File: src/rtl/mc_control_fsm_pkg.sv
// Shared RISC-V multicycle control definitions: opcodes, state encoding and
// datapath select encodings used by the control FSM and its bench.
package mc_control_fsm_pkg;

    localparam logic [6:0] OPC_LOAD   = 7'b0000011;
    localparam logic [6:0] OPC_STORE  = 7'b0100011;
    localparam logic [6:0] OPC_OP     = 7'b0110011;
    localparam logic [6:0] OPC_OP_IMM = 7'b0010011;
    localparam logic [6:0] OPC_BRANCH = 7'b1100011;
    localparam logic [6:0] OPC_JAL    = 7'b1101111;
    localparam logic [6:0] OPC_LUI    = 7'b0110111;
    localparam logic [6:0] OPC_AUIPC  = 7'b0010111;

    typedef enum logic [3:0] {
        S_FETCH    = 4'd0,
        S_DECODE   = 4'd1,
        S_MEMADR   = 4'd2,
        S_MEMREAD  = 4'd3,
        S_MEMWB    = 4'd4,
        S_MEMWRITE = 4'd5,
        S_EXECR    = 4'd6,
        S_EXECI    = 4'd7,
        S_ALUWB    = 4'd8,
        S_BEQ      = 4'd9,
        S_JAL      = 4'd10,
        S_LUI      = 4'd11,
        S_AUIPC    = 4'd12,
        S_TRAP     = 4'd13
    } state_e;

    localparam logic [1:0] RES_ALUOUT    = 2'b00;
    localparam logic [1:0] RES_DATA      = 2'b01;
    localparam logic [1:0] RES_ALURESULT = 2'b10;

    localparam logic [1:0] SRCA_PC    = 2'b00;
    localparam logic [1:0] SRCA_OLDPC = 2'b01;
    localparam logic [1:0] SRCA_RS1   = 2'b10;
    localparam logic [1:0] SRCA_ZERO  = 2'b11;

    localparam logic [1:0] SRCB_RS2  = 2'b00;
    localparam logic [1:0] SRCB_IMM  = 2'b01;
    localparam logic [1:0] SRCB_FOUR = 2'b10;

    localparam logic [1:0] ALUOP_ADD   = 2'b00;
    localparam logic [1:0] ALUOP_SUB   = 2'b01;
    localparam logic [1:0] ALUOP_FUNCT = 2'b10;

    function automatic logic is_wait_state(input state_e s);
        return (s == S_FETCH) || (s == S_MEMREAD) || (s == S_MEMWRITE);
    endfunction

endpackage

File: src/rtl/mc_wait_counter.sv
// Memory wait counter: counts consecutive mem_ready=0 cycles in a memory
// state and flags the cycle in which the count reaches MEM_TIMEOUT.
module mc_wait_counter #(
    parameter int unsigned MEM_TIMEOUT = 15
) (
    input  logic clk,
    input  logic rst_n,
    input  logic wait_en_i,
    input  logic mem_ready_i,
    output logic timeout_hit_o
);

    localparam logic [7:0] LIMIT = 8'(MEM_TIMEOUT);

    logic [7:0] cnt_q, cnt_d, cnt_inc;
    logic       stalled;

    assign stalled = wait_en_i && !mem_ready_i;
    assign cnt_inc = (cnt_q == 8'hFF) ? cnt_q : cnt_q + 8'd1;

    // Outside a stall the count is held at zero, so every entry into a
    // memory state starts from a cleared counter.
    always_comb begin
        cnt_d = 8'd0;
        if (stalled) cnt_d = cnt_inc;
    end

    assign timeout_hit_o = stalled && (cnt_inc == LIMIT);

    always_ff @(posedge clk or negedge rst_n) begin
        if (!rst_n) cnt_q <= 8'd0;
        else        cnt_q <= cnt_d;
    end

endmodule

File: src/rtl/mc_control_fsm.sv
// Multicycle RISC-V control FSM (Moore) with memory-wait timeout and sticky
// illegal/timeout fault flags.
//  FETCH/DECODE: instr fetch, decode | MEMADR/MEMREAD/MEMWB/MEMWRITE: ld/st
//  EXECR/EXECI/ALUWB: ALU ops | BEQ, JAL, LUI, AUIPC | TRAP: fault, until reset
module mc_control_fsm
    import mc_control_fsm_pkg::*;
#(
    parameter bit          EXT_OPS     = 1'b1,
    parameter int unsigned MEM_TIMEOUT = 15
) (
    input  logic       clk,
    input  logic       rst_n,
    input  logic [6:0] op,
    input  logic       mem_ready,
    output logic       PCUpdate,
    output logic       IRWrite,
    output logic       RegWrite,
    output logic       MemWrite,
    output logic       Branch,
    output logic       AdrSrc,
    output logic [1:0] ResultSrc,
    output logic [1:0] ALUSrcA,
    output logic [1:0] ALUSrcB,
    output logic [1:0] ALUOp,
    output logic       illegal,
    output logic       timeout,
    output logic [3:0] state
);

    state_e state_q, state_d;
    logic   illegal_q, illegal_d;
    logic   timeout_q, timeout_d;
    logic   tmo_hit;

    mc_wait_counter #(.MEM_TIMEOUT(MEM_TIMEOUT)) u_wait (
        .clk          (clk),
        .rst_n        (rst_n),
        .wait_en_i    (is_wait_state(state_q)),
        .mem_ready_i  (mem_ready),
        .timeout_hit_o(tmo_hit)
    );

    always_comb begin
        state_d   = state_q;
        illegal_d = illegal_q;
        timeout_d = timeout_q;
        PCUpdate  = 1'b0;
        IRWrite   = 1'b0;
        RegWrite  = 1'b0;
        MemWrite  = 1'b0;
        Branch    = 1'b0;
        AdrSrc    = 1'b0;
        ResultSrc = RES_ALUOUT;
        ALUSrcA   = SRCA_PC;
        ALUSrcB   = SRCB_RS2;
        ALUOp     = ALUOP_ADD;

        case (state_q)
            S_FETCH: begin
                ALUSrcB   = SRCB_FOUR;
                ResultSrc = RES_ALURESULT;
                IRWrite   = mem_ready;
                PCUpdate  = mem_ready;
                if (mem_ready) state_d = S_DECODE;
                else if (tmo_hit) begin
                    state_d   = S_TRAP;
                    timeout_d = 1'b1;
                end
            end
            S_DECODE: begin
                ALUSrcA = SRCA_OLDPC;
                ALUSrcB = SRCB_IMM;
                case (op)
                    OPC_LOAD, OPC_STORE: state_d = S_MEMADR;
                    OPC_OP:              state_d = S_EXECR;
                    OPC_OP_IMM:          state_d = S_EXECI;
                    OPC_BRANCH:          state_d = S_BEQ;
                    OPC_JAL:             state_d = S_JAL;
                    OPC_LUI:             state_d = EXT_OPS ? S_LUI : S_TRAP;
                    OPC_AUIPC:           state_d = EXT_OPS ? S_AUIPC : S_TRAP;
                    default:             state_d = S_TRAP;
                endcase
                if (state_d == S_TRAP) illegal_d = 1'b1;
            end
            S_MEMADR: begin
                ALUSrcA = SRCA_RS1;
                ALUSrcB = SRCB_IMM;
                state_d = (op == OPC_STORE) ? S_MEMWRITE : S_MEMREAD;
            end
            S_MEMREAD, S_MEMWRITE: begin
                AdrSrc   = 1'b1;
                MemWrite = (state_q == S_MEMWRITE);
                if (mem_ready) state_d = (state_q == S_MEMREAD) ? S_MEMWB : S_FETCH;
                else if (tmo_hit) begin
                    state_d   = S_TRAP;
                    timeout_d = 1'b1;
                end
            end
            S_MEMWB: begin
                ResultSrc = RES_DATA;
                RegWrite  = 1'b1;
                state_d   = S_FETCH;
            end
            S_EXECR, S_EXECI: begin
                ALUSrcA = SRCA_RS1;
                ALUSrcB = (state_q == S_EXECI) ? SRCB_IMM : SRCB_RS2;
                ALUOp   = ALUOP_FUNCT;
                state_d = S_ALUWB;
            end
            S_ALUWB: begin
                RegWrite = 1'b1;
                state_d  = S_FETCH;
            end
            S_BEQ: begin
                ALUSrcA = SRCA_RS1;
                ALUOp   = ALUOP_SUB;
                Branch  = 1'b1;
                state_d = S_FETCH;
            end
            S_JAL: begin
                ALUSrcA  = SRCA_OLDPC;
                ALUSrcB  = SRCB_FOUR;
                PCUpdate = 1'b1;
                state_d  = S_ALUWB;
            end
            S_LUI, S_AUIPC: begin
                ALUSrcA = (state_q == S_LUI) ? SRCA_ZERO : SRCA_OLDPC;
                ALUSrcB = SRCB_IMM;
                state_d = S_ALUWB;
            end
            S_TRAP:  state_d = S_TRAP;
            default: state_d = S_TRAP;
        endcase
    end

    always_ff @(posedge clk or negedge rst_n) begin
        if (!rst_n) begin
            state_q   <= S_FETCH;
            illegal_q <= 1'b0;
            timeout_q <= 1'b0;
        end else begin
            state_q   <= state_d;
            illegal_q <= illegal_d;
            timeout_q <= timeout_d;
        end
    end

    assign illegal = illegal_q;
    assign timeout = timeout_q;
    assign state   = state_q;

endmodule

File: config.mk
export PLATFORM = sky130hd
export DESIGN_NAME = mc_control_fsm
export DESIGN_NICKNAME = d
export VERILOG_FILES = /design/src/rtl/mc_control_fsm_pkg.sv /design/src/rtl/mc_wait_counter.sv /design/src/rtl/mc_control_fsm.sv
export SDC_FILE = /design/constraint.sdc
export NUM_CORES = 1
export LEC_CHECK = 0
export ABC_AREA = 1
export CAP_MARGIN = 15
export CORE_UTILIZATION = 44
export DETAILED_ROUTE_END_ITERATION = 10
export MAX_ROUTING_LAYER = met4
export PLACE_DENSITY = 0.76
export SYNTH_ARGS = -nofsm -noshare
export SYNTH_HDL_FRONTEND = slang
export SYNTH_HIERARCHICAL = 1
export SYNTH_SLANG_ARGS = --single-unit
File: constraint.sdc
create_clock -name clk -period 1.9 [get_ports clk]
set_clock_uncertainty 0.05 [all_clocks]
set_input_delay 0.57 -clock clk [delete_from_list [all_inputs] [get_ports clk]]
set_output_delay 0.57 -clock clk [all_outputs]
set_load 0.02 [all_outputs]
# Yosys cells after proc, flatten, opt, wreduce, memory -nomap -nowiden
# Index checks and enable logic that the tools add are counted.
# word_totals
output_inout_bits	20
reg_bits	14
elab_cells	71
in_bits	10
# classes
eq_ne	23
add_sub_neg	1
mux	22
n_reduce_logical	20
bitwise_logic	1
# ops
op	n
$pmux W4 S7	1
$eq A4 B4 Y1 const B	6
$pmux W4 S6	1
$eq A7 B6 Y1 const B	3
$eq A4 B3 Y1 const B	4
$mux W4	4
$mux W8	2
$eq A7 B5 Y1 const B	2
$eq A7 B7 Y1 const B	2
$reduce_or A2 Y1	7
$pmux W2 S3	2
$add A8 B1 Y8 const B	1
$eq A4 B2 Y1 const B	2
$eq A8 B4 Y1 const B	1
$eq A8 B8 Y1 const B	1
$pmux W2 S2	2
$reduce_or A4 Y1	2
$eq A7 B2 Y1 const B	1
$mux W1	6
$mux W3	2
$reduce_or A3 Y1	2
$reduce_or A5 Y1	1
$eq A4 B1 Y1 const B	1
$logic_not A4 Y1	1
other kinds (8)	10

# Longest topological paths before layout
# Gate-level depths: netlist of run 1.
# logic_depth
depth_word	8
depth_mapped	18
depth_no_buf	18

# Cells and area by module
# Netlist of run 1, hierarchy kept.
# modules_own_cells
mod	area_per_inst_um2	cells_per_inst	seq_area_each_um2	instances
mc_control_fsm	639.4	115	150.1	1
mc_wait_counter	524.3	74	200.2	1

# Least setup slack after synthesis of run 1
# Ideal clock, no wire load.
# synth_path
path_type	flip-flop to flip-flop
from	register state_q[0], in the netlist state[0]
to	register state_q[2], in the netlist state[2]
setup_time_ns	0.065
arrival_time_ns	1.958
required_ns	1.785
slack_ns	-0.173
path_buffers	0
path_stages_with_launch	19
synth_period_minus_slack_ns	2.073
path_cell_list	dfrtp_1 > inv_2 > nor2_1 > nand2_2 > nand3_2 > nand2_1 > nor2_1 > nand2_1 > nor2_2 > nand2_1 > nor2_1 > inv_1 > nand2_1 > nor2_1 > a21oi_1 > nand2_1 > nand2_1 > nor2_1 > nand2_1
# synth_between
elab_chain_len	8
word_cells_on_any_way	25
classes_between	12 x eq/ne; 5 x mux; 8 x reduce/logical
# synth_rtl
element	line_no	rtl
start, declared	mc_control_fsm.sv:30	state_e state_q, state_d;
start signal, assigned	mc_control_fsm.sv:142	state_q <= state_d;
$eq A4 B2 Y1 or $logic_not A4 Y1 (tied branches)	mc_control_fsm_pkg.sv:49	return (s == S_FETCH) || (s == S_MEMREAD) || (s == S_MEMWRITE);
$logic_or A1 B1 Y1	mc_control_fsm_pkg.sv:49	
$logic_or A1 B1 Y1 (*)	mc_control_fsm_pkg.sv:49	
$logic_and A1 B1 Y1 (*)	mc_wait_counter.sv:18	assign stalled = wait_en_i && !mem_ready_i;
$logic_and A1 B1 Y1 (*)	mc_wait_counter.sv:28	assign timeout_hit_o = stalled && (cnt_inc == LIMIT);
named net tmo_hit	mc_control_fsm.sv:33	logic tmo_hit;
$mux W4 (*)	--	
$mux W4, on equally long branches	--	
$pmux W4 S6 (*)	mc_control_fsm.sv:58	case (state_q)
named net state_d[2]	mc_control_fsm.sv:30	
# Mark *: on every way through the listed nets, which the timed path passes. The rest lies on a longest branch.
# A chain may end at the register's enable or synchronous reset.

# Final worst setup path of run 1
# layout_path
from	register state_q[2], in the netlist state[2]
to	register state_q[2], in the netlist state[2]
# The elaborated chain is that of the path after synthesis.

==> metrics.md, run 1 <==
| Metric | Value |
|---|---|
| Status | `finished with violations` |
| Failing checks | `setup timing` |
| Synth cell types | `24` |
| First-pass GRT wire length | `6110 um` |
| Simple-gate share of the synthesized area | `47.3%` |
| Synth Flop Type | `dfrtp_1` |
| Fin crit period | `2370 ps` |
| Mapped Nets | `200` |
| Syn Inst Count | `189` |
| Syn Area/Cell | `6.16 um2` |
| Pwr dens | `1270 nW/um2` |
| RSZ-0062 raised after global routing | `true` |
| Slew @ Worst Pin | `311 ps` |
| Hold Path End | `illegal` |
| Cts bufs inserted | `3` |
| Post-synthesis async set-or-reset flop share | `100%` |
| Share of post-route cells with drive strength above 1 | `48.6%` |
| Routability cong. | `0.877` |
| Final WL | `5700 um` |
| P&R area growth vs syn | `88.4%` |
| Worst R2R Setup Slack | `-470 ps` |
| Worst reg2reg path depth | `19` |
| CP startpoint kind | `flip-flop` |
| Die height | `53.4 um` |
| Crit path DAT | `2570 ps` |
| Reg-to-reg endpoint | `state[2]` |
| Min-delay src | `illegal` |
| Final ANT Viol Nets | `0` |
| Initial antenna violation count | `0` |
| Clock transition at path regs | `100 ps` |
| CTS tree | `yes` |
| Drt pass-1 iters | `7` |
| Drt first-iter violations | `88` |
| Vias in the first global route | `1525` |
| Hold Path Class | `flip-flop to flip-flop` |
| Fin. max-slew vios | `0` |
| Final hold viol count | `0` |
| Ys Warns | `6` |
| Yosys reg bits | `14` |
| GRT Total Usage | `30.7%` |
| Most common cell in the synthesized netlist | `nand2_1` |
| Register area | `355 um2` |
| Crit path required time | `2100 ps` |
| Filler Cells Inserted | `109` |
| PortBufs | `29` |
| Pin count of the biggest net entering global routing | `15` |
| Slew HR | `79.0%` |
| Mux cell area share after synthesis | `0%` |
| Clock tree root buffer cell | `clkbuf_4` |
| Max cap viols | `0` |
| H-tree depth | `1` |
| Detailed Place HPWL | `2820 um` |
| Compound-gate portion of the synthesized area | `8.82%` |
| CP Max Fanout | `5` |
| Multi-input gate area | `848 um2` |
| Row cnt | `18` |
| Hold Path Stages | `1` |
| Antenna diodes | `0` |
| Clk_lat worst skew | `310 ps` |
| Nets | `290` |
| Drt wl/cell | `18.5 um` |
| Initial Utilization | `47.0%` |
| CTS Buffer Depth | `2` |
| Leakage | `1.19 nW` |
| CP Class | `flip-flop to flip-flop` |
| Achievable clock frequency | `422 MHz` |
| Area share of the largest cell type after synthesis | `30.1%` |
| Hold_buf cts | `0` |
| Setup TNS | `-5560 ps` |
| FF-to-FF Start | `state[2]` |
| DR vias/cell | `5.68` |
| GRT overflow | `0` |
| Largest area contributor in the netlist | `dfrtp_1` |
| Seq/Total Area, Yosys | `30.1%` |
| Mapped Area | `1160 um2` |
| # setup viols final | `22` |
| Period Utilization, post-route | `125%` |
| Ports | `30` |
| Final setup margin | `-467 ps` |
| Die span in x | `53.4 um` |
| Synth Area in XOR/XNOR | `0.753%` |
| Top cells by area in the synthesized netlist | `dfrtp_1 (30%), nand2_1 (17%), nor2_1 (11%), inv_1 (10%), nand3_1 (5.2%)` |
| Adder-cell share of the synthesized area | `1.08%` |
| Vias | `1748` |
| CTS Sinks | `14` |
| Max VDD drop | `1.57 mV` |
| Core Region | `2480 um2` |
| Dpl ws | `-656 ps` |
| Setup crit end kind | `flip-flop` |
| Post-synth top cells | `nand2_1 (53), nor2_1 (35), inv_1 (31)` |
| Number of synthesized flops with an enable pin | `0` |
| Drc violations | `0` |
| Largest family of logic cells by synthesized area | `simple AND/OR/NAND/NOR gates` |
| Die area | `2850 um2` |
## final cells by class
class                   instances  area share, %
multi-input cells             139           38.7
inverters                      35           6.45
well taps                      30           1.71
repair buffers                 86           35.3
clock buffers                   4           1.66
flip-flops and latches         14           16.2
## worst max path at each step
stage / end / start / cells past startpoint
2_1_floorplan: state[2] / state[2] / 17
3_3_place_gp: PCUpdate / mem_ready / 4
3_5_place_dp: PCUpdate / mem_ready / 4
4_1_cts: state[2] / state[2] / 19
5_1_grt: state[2] / state[2] / 19
6_report: state[2] / state[2] / 19
## routing by layer
layer | global-route usage (%) | vias to the layer above | routed length [um]
met2 | 57.9 | 125 | 2820
met3 | 3.74 | 45 | 434
met1 | 29.3 | 814 | 2070
met4 | 18.0 | 0 | 376
li1 | - | 764 | -
met5 | - | - | 0
## timing repair
| action | in CTS | in global routing |
|---|---|---|
| cloned | 0 | 0 |
| pin swaps | 21 | 14 |
| gates resized for setup | 110 | 48 |
| endpoints found under the setup margin | 23 | 29 |
| setup buffers | 18 | 14 |
## cells in the final DEF (no fill, tap or decap), drive strengths merged, types with 2 or more instances in the layout
cell type,instances
clkbuf,5
nor2,41
dlymetal6s2s,2
buf,72
o211ai,2
clkdlybuf4s50,9
o21bai,3
dfrtp,14
o21ai,3
inv,35
nand4,4
nor3,2
nand2,58
dlygate4sd2,2
nand3,14
a21oi,7
## per-stage QoR
stage / utilization, % / area [um2] / instances / hold slack, ps / power, mW
floorplan: - / 1200 / 189 / 224 / 1.06
global placement: 71.7 / 1780 / 280 / 397 / 1.74
detailed placement: 71.7 / 1780 / 280 / 404 / 1.77
CTS: 80.4 / 1990 / 297 / 419 / 2.25
global route: 88.5 / 2190 / 308 / 442 / 2.88
finish: 88.5 / 2190 / 308 / 436 / 2.79
## cells by family after synthesis
logic type      count (synthesis)
flops                          14
buf+inv                        36
compound gates                 17
xor+xnor                        1
fa+ha+maj                       1
simple gates                  120
## worst max-delay path: stages (launching register included)
cell and delay, ps:
dfrtp_2 490, nor2_4 170, buf_12 130, nand3_4 70, buf_6 140, nand3_4 70, nand2_4 60, nor2_4 80
nand2_2 70, nor2_2 120, nand2_1 90, nor2_2 160, inv_2 80, nand2_2 80, nor2_2 50, a21oi_2 100
nand2_1 70, nand2_1 80, nor2_1 50, nand2_1 80
## sequential cells by signal, indices dropped and copies added (netlist names)
name / flops
u_wait/cnt_q: 8
timeout: 1
illegal: 1
state: 4
## power breakdown
| part | leakage (nW) | total [mW] | switching [mW] | internal, mW |
|---|---|---|---|---|
| Clock | 0.0210 | 0.246 | 0.129 | 0.117 |
| Combinational | 0.990 | 2.13 | 1.09 | 1.04 |
| Sequential | 0.175 | 0.421 | 0.0735 | 0.347 |
(Power assumes the default switching activity.)
==> run 2: changes to the inputs <==
- REMOVE_ABC_BUFFERS: not set -> 1
==> run 2 against run 1 <==
Compared with the run above: the run still ends with setup timing left; sequential share of layout area up 0.70 points; sequential power is 2% lower; register-to-register slack improved by 100 ps; final cell count is 3.6% lower; total power fell by 7.3%; first-iteration DRC count shrank 14%; die area did not move; routed wire length down 13%; sequential cell count is the same; final area decreased by 4.5%; critical path depth is the same; non-clock buffer count is 11 lower; largest power group unchanged.
==> metrics.md, run 2 (synthesis gave the netlist of run 1 again) <==
| Metric | Value |
|---|---|
| Core Region | `2480 um2 (unchanged)` |
| Detailed Place HPWL | `2650 um (-6.1%)` |
| CP Class | `flip-flop to flip-flop` |
| Final hold viol count | `0 (unchanged)` |
| Clock transition at path regs | `110 ps (about the same)` |
| Register area | `354 um2 (-0.35%)` |
| Pin count of the biggest net entering global routing | `15 (unchanged)` |
| Nets | `279 (-3.8%)` |
| Multi-input gate area | `850 um2 (+0.15%)` |
| Most frequent cells in the layout | `nand2_1 (42), buf_4 (39), nor2_1 (26)` |
| Period Utilization, post-route | `119% (-5.3 points)` |
| Failing checks | `setup timing` |
| Worst path cell trace | `buf_4 -> nand2_2 -> inv_2 -> nand2_8 -> nand3_4 -> nand2_4 -> nor2_4 -> nand2_2 -> nor2_2 -> nand2_1 -> nor2_2 -> inv_2 -> nand2_2 -> nor2_2 -> a21oi_2 -> nand2_1 -> nand2_2 -> nor2_1 -> nand2_1` |
| Vias in the first global route | `1478 (-3.1%)` |
| CTS Sinks | `14 (unchanged)` |
| Design Power | `2.59 mW (-7.3%)` |
| GRT overflow | `0 (unchanged)` |
| Commonest non-fill, non-tap cell in the layout | `nand2_1` |
| Buf/Inv on CP | `3 (unchanged)` |
| Final setup margin | `-367 ps (+100 ps)` |
| First-pass GRT wire length | `6090 um (-0.23%)` |
| CTS Buffer Depth | `2 (unchanged)` |
| CP Max Fanout | `5 (unchanged)` |
| Slew HR | `78.9% (-0.15 points)` |
| Crit path DAT | `2460 ps (-110 ps)` |
| Die span in x | `53.4 um (unchanged)` |
| Clk_lat worst skew | `300 ps (about the same)` |
| Clock tree root buffer cell | `clkbuf_4` |
| Initial Utilization | `47.0% (unchanged)` |
| Vias | `1645 (-5.9%)` |
| Max FFs per register | `8 (unchanged)` |
| Final WL | `4980 um (-13%)` |
| Row cnt | `18 (unchanged)` |
| H-tree depth | `1 (unchanged)` |
| Die height | `53.4 um (unchanged)` |
| Max cap viols | `0 (unchanged)` |
| Cts bufs inserted | `3 (unchanged)` |
| CTS tree | `yes` |
| Fin. max-slew vios | `0 (unchanged)` |
| Achievable clock frequency | `441 MHz (+4.4%)` |
| Max VDD drop | `1.40 mV (-11%)` |
| CP most frequent cell | `nand2_2` |
| P&R area growth vs syn | `80.0%` |
| Setup TNS | `-4080 ps (+1470 ps)` |
| Setup crit end kind | `flip-flop` |
| CP max stage delay | `480 ps (about the same)` |
| Drt first-iter violations | `76 (-14%)` |
| RSZ-0062 raised after global routing | `true` |
| Status | `finished with violations` |
| Routability cong. | `0.834 (-4.9%)` |
| Slew @ Worst Pin | `315 ps (+4.31 ps)` |
| Hold Path Class | `flip-flop to flip-flop` |
| GRT Total Usage | `31.7% (+1.0 points)` |
| Antenna diodes | `0 (unchanged)` |
| Register with the most flip-flops | `u_wait/cnt_q` |
| Ports | `30 (unchanged)` |
| Final Util | `84.5% (-3.9 points)` |
| Filler Cells Inserted | `138 (+27%)` |
| Drc violations | `0 (unchanged)` |
| DR vias/cell | `5.54 (-2.4%)` |
| Final ANT Viol Nets | `0 (unchanged)` |
| # setup viols final | `19 (-14%)` |
| CP startpoint kind | `flip-flop` |
| Initial antenna violation count | `0 (unchanged)` |
| Crit path required time | `2090 ps (about the same)` |
| Drt wl/cell | `16.8 um (-9.3%)` |
| Fin crit period | `2270 ps (-100 ps)` |
| Hold_buf cts | `0 (unchanged)` |
| Leakage | `1.13 nW (-5.1%)` |
| PortBufs | `29 (unchanged)` |
| Area post-placement | `1710 um2 (-3.8%)` |
| Pwr dens | `1240 nW/um2 (-3.0%)` |
| Share of post-route cells with drive strength above 1 | `45.3% (-3.2 points)` |
| Die area | `2850 um2 (unchanged)` |
| Dpl ws | `-628 ps (+27.8 ps)` |
| Crit path max-delay cell type | `dfrtp_2` |
| Post-route cell area | `2090 um2 (-4.5%)` |
| Top delay family on crit path | `simple AND/OR/NAND/NOR gates` |
| Drt pass-1 iters | `7 (unchanged)` |
==> run 2: cell types whose count changed in the layout (fill, tap and decap cells not counted), sizes merged <==
cell           before  now
buf                72   60
clkbuf              5    4
clkdlybuf4s15       0    1
dlygate4sd2         2    3
==> run 2: repair_timing <==
item                       4_1_cts  5_1_grt
setup buffers                    8       10
cloned                           0        0
pin swaps                       23       16
resized for setup              118       43
setup endpoints to repair       23       22
==> run 2: through the flow <==
step,hold WS [ps],std cells
after global placement,393,277
after global routing,468,297
after detailed placement,400,277
final,429,297
after CTS,423,288
after floorplan,224,188
==> run 2: layout make-up <==
class                           instances  share of cell area, %
Clock buffer                            4                   1.73
Inverter                               35                   6.51
Multi-Input combinational cell        139                   40.6
Sequential cell                        14                   16.9
Tap cell                               30                   1.79
Timing Repair Buffer                   75                   32.5
==> run 2: worst register-to-register path, stage by stage, from the launching register on <==
cell and delay, ps:
dfrtp_2 480, buf_4 150, nand2_2 80, inv_2 110
nand2_8 70, nand3_4 100, nand2_4 70, nor2_4 80
nand2_2 60, nor2_2 120, nand2_1 70, nor2_2 150
inv_2 60, nand2_2 70, nor2_2 50, a21oi_2 110
nand2_1 100, nand2_2 110, nor2_1 50, nand2_1 80
==> run 2: power breakdown <==
group	switching, mW	internal [mW]	total [mW]
Combinational	1.04	0.904	1.94
Clock	0.116	0.117	0.233
Sequential	0.0683	0.345	0.413
==> run 2: worst paths after layout <==
kind	from	endpoint	slack, ps	cells past startpoint
max	state[1]	state[2]	-370	19
min	timeout	timeout	430	2
max reg2reg	state[1]	state[2]	-370	19
min reg2reg	timeout	timeout	430	2
max in group asynchronous	rst_n	illegal	1100	2
min in group asynchronous	rst_n	u_wait/cnt_q[5]	510	2
==> run 2: routing by layer <==
layer,track usage [%],part of all wire [%]
met5,-,0
met4,23.2,8.3
met3,4.31,5.3
met2,59.0,53
met1,28.9,34
==> run 3: changes to the inputs <==
- CORE_UTILIZATION: 44 -> 48
- PLACE_DENSITY: 0.76 -> 0.79
- clock period: 1.9 -> 2.4 ns (I/O delays scaled with it)
==> run 3 against run 2 <==
Compared with the run above: critical path type is now input pin to output pin; final cell count fell by 13%; sequential cell count unchanged; utilization shrank 16 points; non-clock buffer count shrank 37; sequential power decreased by 19%; critical path depth fell by 15; via count is 25% lower; critical endpoint is now PCUpdate; largest power group unchanged; clock power shrank 27%; die area is 8.0% lower; first-iteration DRC count fell by 66%; the flow now finishes without violations; final area shrank 26%; global-route usage down 8.3 points.
==> metrics.md, run 3 (synthesis gave the netlist of run 1 again) <==
| Metric | Value |
|---|---|
| Hold_buf cts | `0 (unchanged)` |
| GRT overflow | `0 (unchanged)` |
| Core Region | `2250 um2 (-9.0%)` |
| Filler Cells Inserted | `202 (+46%)` |
| Register with the most flip-flops | `u_wait/cnt_q` |
| Most frequent cells in the layout | `nand2_1 (53), nor2_1 (34), inv_1 (30)` |
| Worst reg2reg path depth | `16 (-3)` |
| Cts bufs inserted | `3 (unchanged)` |
| Max VDD drop | `0.510 mV (-63%)` |
| Drt pass-1 iters | `4 (-3)` |
| Drt wl/cell | `10.1 um (-40%)` |
| Top delay family on crit path | `buffers and inverters` |
| Slew HR | `57.5% (-21 points)` |
| CP startpoint kind | `input pin` |
| Pwr dens | `798 nW/um2 (-35%)` |
| Slew @ Worst Pin | `636 ps (+320 ps)` |
| Worst hold slack | `422 ps (-7.29 ps)` |
| Final hold viol count | `0 (unchanged)` |
| # setup viols final | `0 (-19)` |
| RSZ-0062 raised after global routing | `false` |
| CTS Buffer Depth | `2 (unchanged)` |
| Comb pwr share | `59.5% (-16 points)` |
| Final ANT Viol Nets | `0 (unchanged)` |
| Hold Path Class | `flip-flop to flip-flop` |
| Final WL | `2610 um (-48%)` |
| Buf/Inv on CP | `3 (unchanged)` |
| H-tree depth | `1 (unchanged)` |
| GRT Total Usage | `23.4% (-8.3 points)` |
| Clock transition at path regs | `80 ps (-30 ps)` |
| Internal power | `653 uW (-52%)` |
| Achievable clock frequency | `428 MHz` |
| First-pass GRT wire length | `4570 um (-25%)` |
| CP Class | `input pin to output pin` |
| Setup TNS | `0 ps (+4080 ps)` |
| CP max stage delay | `490 ps (about the same)` |
| Fin. max-slew vios | `0 (unchanged)` |
| Crit path max-delay cell type | `clkdlybuf4s50_1` |
| Total number of cells along the worst setup path | `4 (-15)` |
| Crit path required time | `1630 ps (-460 ps)` |
| Die area | `2630 um2 (-8.0%)` |
| DR vias/cell | `4.79 (-13%)` |
| # Post-CTS Setup Buffers | `0 (-8)` |
| Share of post-route cells with drive strength above 1 | `18.3% (-27 points)` |
| Row cnt | `17 (-1)` |
| Antenna diodes | `0 (unchanged)` |
| Nets | `242 (-13%)` |
| Leakage | `0.890 nW (-21%)` |
| Period Utilization, post-route | `97.4%` |
| Drt first-iter violations | `26 (-66%)` |
| Initial Utilization | `51.6% (+4.6 points)` |
| Net Switching | `590 uW (-52%)` |
| Clock tree root buffer cell | `clkbuf_4` |
| Design Power | `1.24 mW (-52%)` |
| Max cap viols | `0 (unchanged)` |
| CTS Sinks | `14 (unchanged)` |
| Detailed Place HPWL | `2130 um (-19%)` |
| Hold Path Stages | `1 (-1)` |
| Max FFs per register | `8 (unchanged)` |
| Clk_lat worst skew | `280 ps (-20 ps)` |
| Fin crit period | `2340 ps` |
| Clock power frac | `13.7% (+4.7 points)` |
| Initial antenna violation count | `0 (unchanged)` |
| Area post-placement | `1550 um2 (-9.4%)` |
| Sw Share | `47.5% (+0.26 points)` |
| Vias | `1237 (-25%)` |
| CTS tree | `yes` |
| Drc violations | `0 (unchanged)` |
| Die span in x | `51.2 um (-4.1%)` |
| Setup crit end kind | `output pin` |
| CP Max Fanout | `3 (-2)` |
| Pin count of the biggest net entering global routing | `15 (unchanged)` |
| Routability cong. | `0.918 (+10%)` |
| Worst path cell trace | `clkdlybuf4s50_1 -> inv_1 -> o21ai_1 -> buf_2` |
| PortBufs | `29 (unchanged)` |
| Commonest non-fill, non-tap cell in the layout | `nand2_1` |
| Ports | `30 (unchanged)` |
| Die height | `51.2 um (-4.1%)` |
| Sequential Power Share | `26.8% (+11 points)` |
| Status | `finished, final reports clean` |
| Vias in the first global route | `1122 (-24%)` |
| Crit path DAT | `1570 ps (-890 ps)` |
| Post-route cell area | `1560 um2 (-26%)` |
| P&R area growth vs syn | `33.8%` |
run 3: worst paths after layout:
path | from | endpoint | slack (ps)
max | mem_ready | PCUpdate | 60
min | illegal | illegal | 420
max reg2reg | u_wait/cnt_q[0] | state[2] | 320
min reg2reg | illegal | illegal | 420
max in group asynchronous | rst_n | state[1] | 1070
min in group asynchronous | rst_n | u_wait/cnt_q[2] | 780
run 3: layout make-up:
class	count	area [um2]	share of cell area [%]
flip-flops and latches	14	355	22.8
repair buffers	38	322	20.7
inverters	35	131	8.44
clock buffers	4	36.3	2.33
well taps	28	35.0	2.25
multi-input cells	139	677	43.5
run 3: what timing repair did:
| item | 4_1_cts | 5_1_grt |
|---|---|---|
| cloned | 0 | 0 |
| setup endpoints to repair | 14 | 8 |
| pin swaps | 0 | 1 |
| gates resized for setup | 25 | 9 |
run 3: layer usage:
metal | up-vias | routed length (um) | track usage [%]
li1 | 668 | - | -
met1 | 530 | 1230 | 30.1
met2 | 37 | 1230 | 37.9
met3 | 2 | 138 | 3.27
met4 | 0 | 19 | 7.66
met5 | - | 0 | -
run 3: through the flow:
| stage | util [%] | setup WS (ps) | std cells |
|---|---|---|---|
| global route | 69.0 | 19.2 | 258 |
| finish | 69.0 | 61.8 | 258 |
| floorplan | - | 248 | 188 |
| detailed placement | 68.7 | -403 | 254 |
| CTS | 69.7 | 6.95 | 258 |
| global placement | 68.7 | -387 | 254 |
run 3: power by group through the flow:
stage / registers [mW] / logic [mW] / clock network, mW
detailed placement: 0.332 / 0.817 / 0
global placement: 0.331 / 0.804 / 0
global route: 0.342 / 0.820 / 0.184
floorplan: 0.352 / 0.438 / 0
finish: 0.333 / 0.740 / 0.170
CTS: 0.332 / 0.757 / 0.177
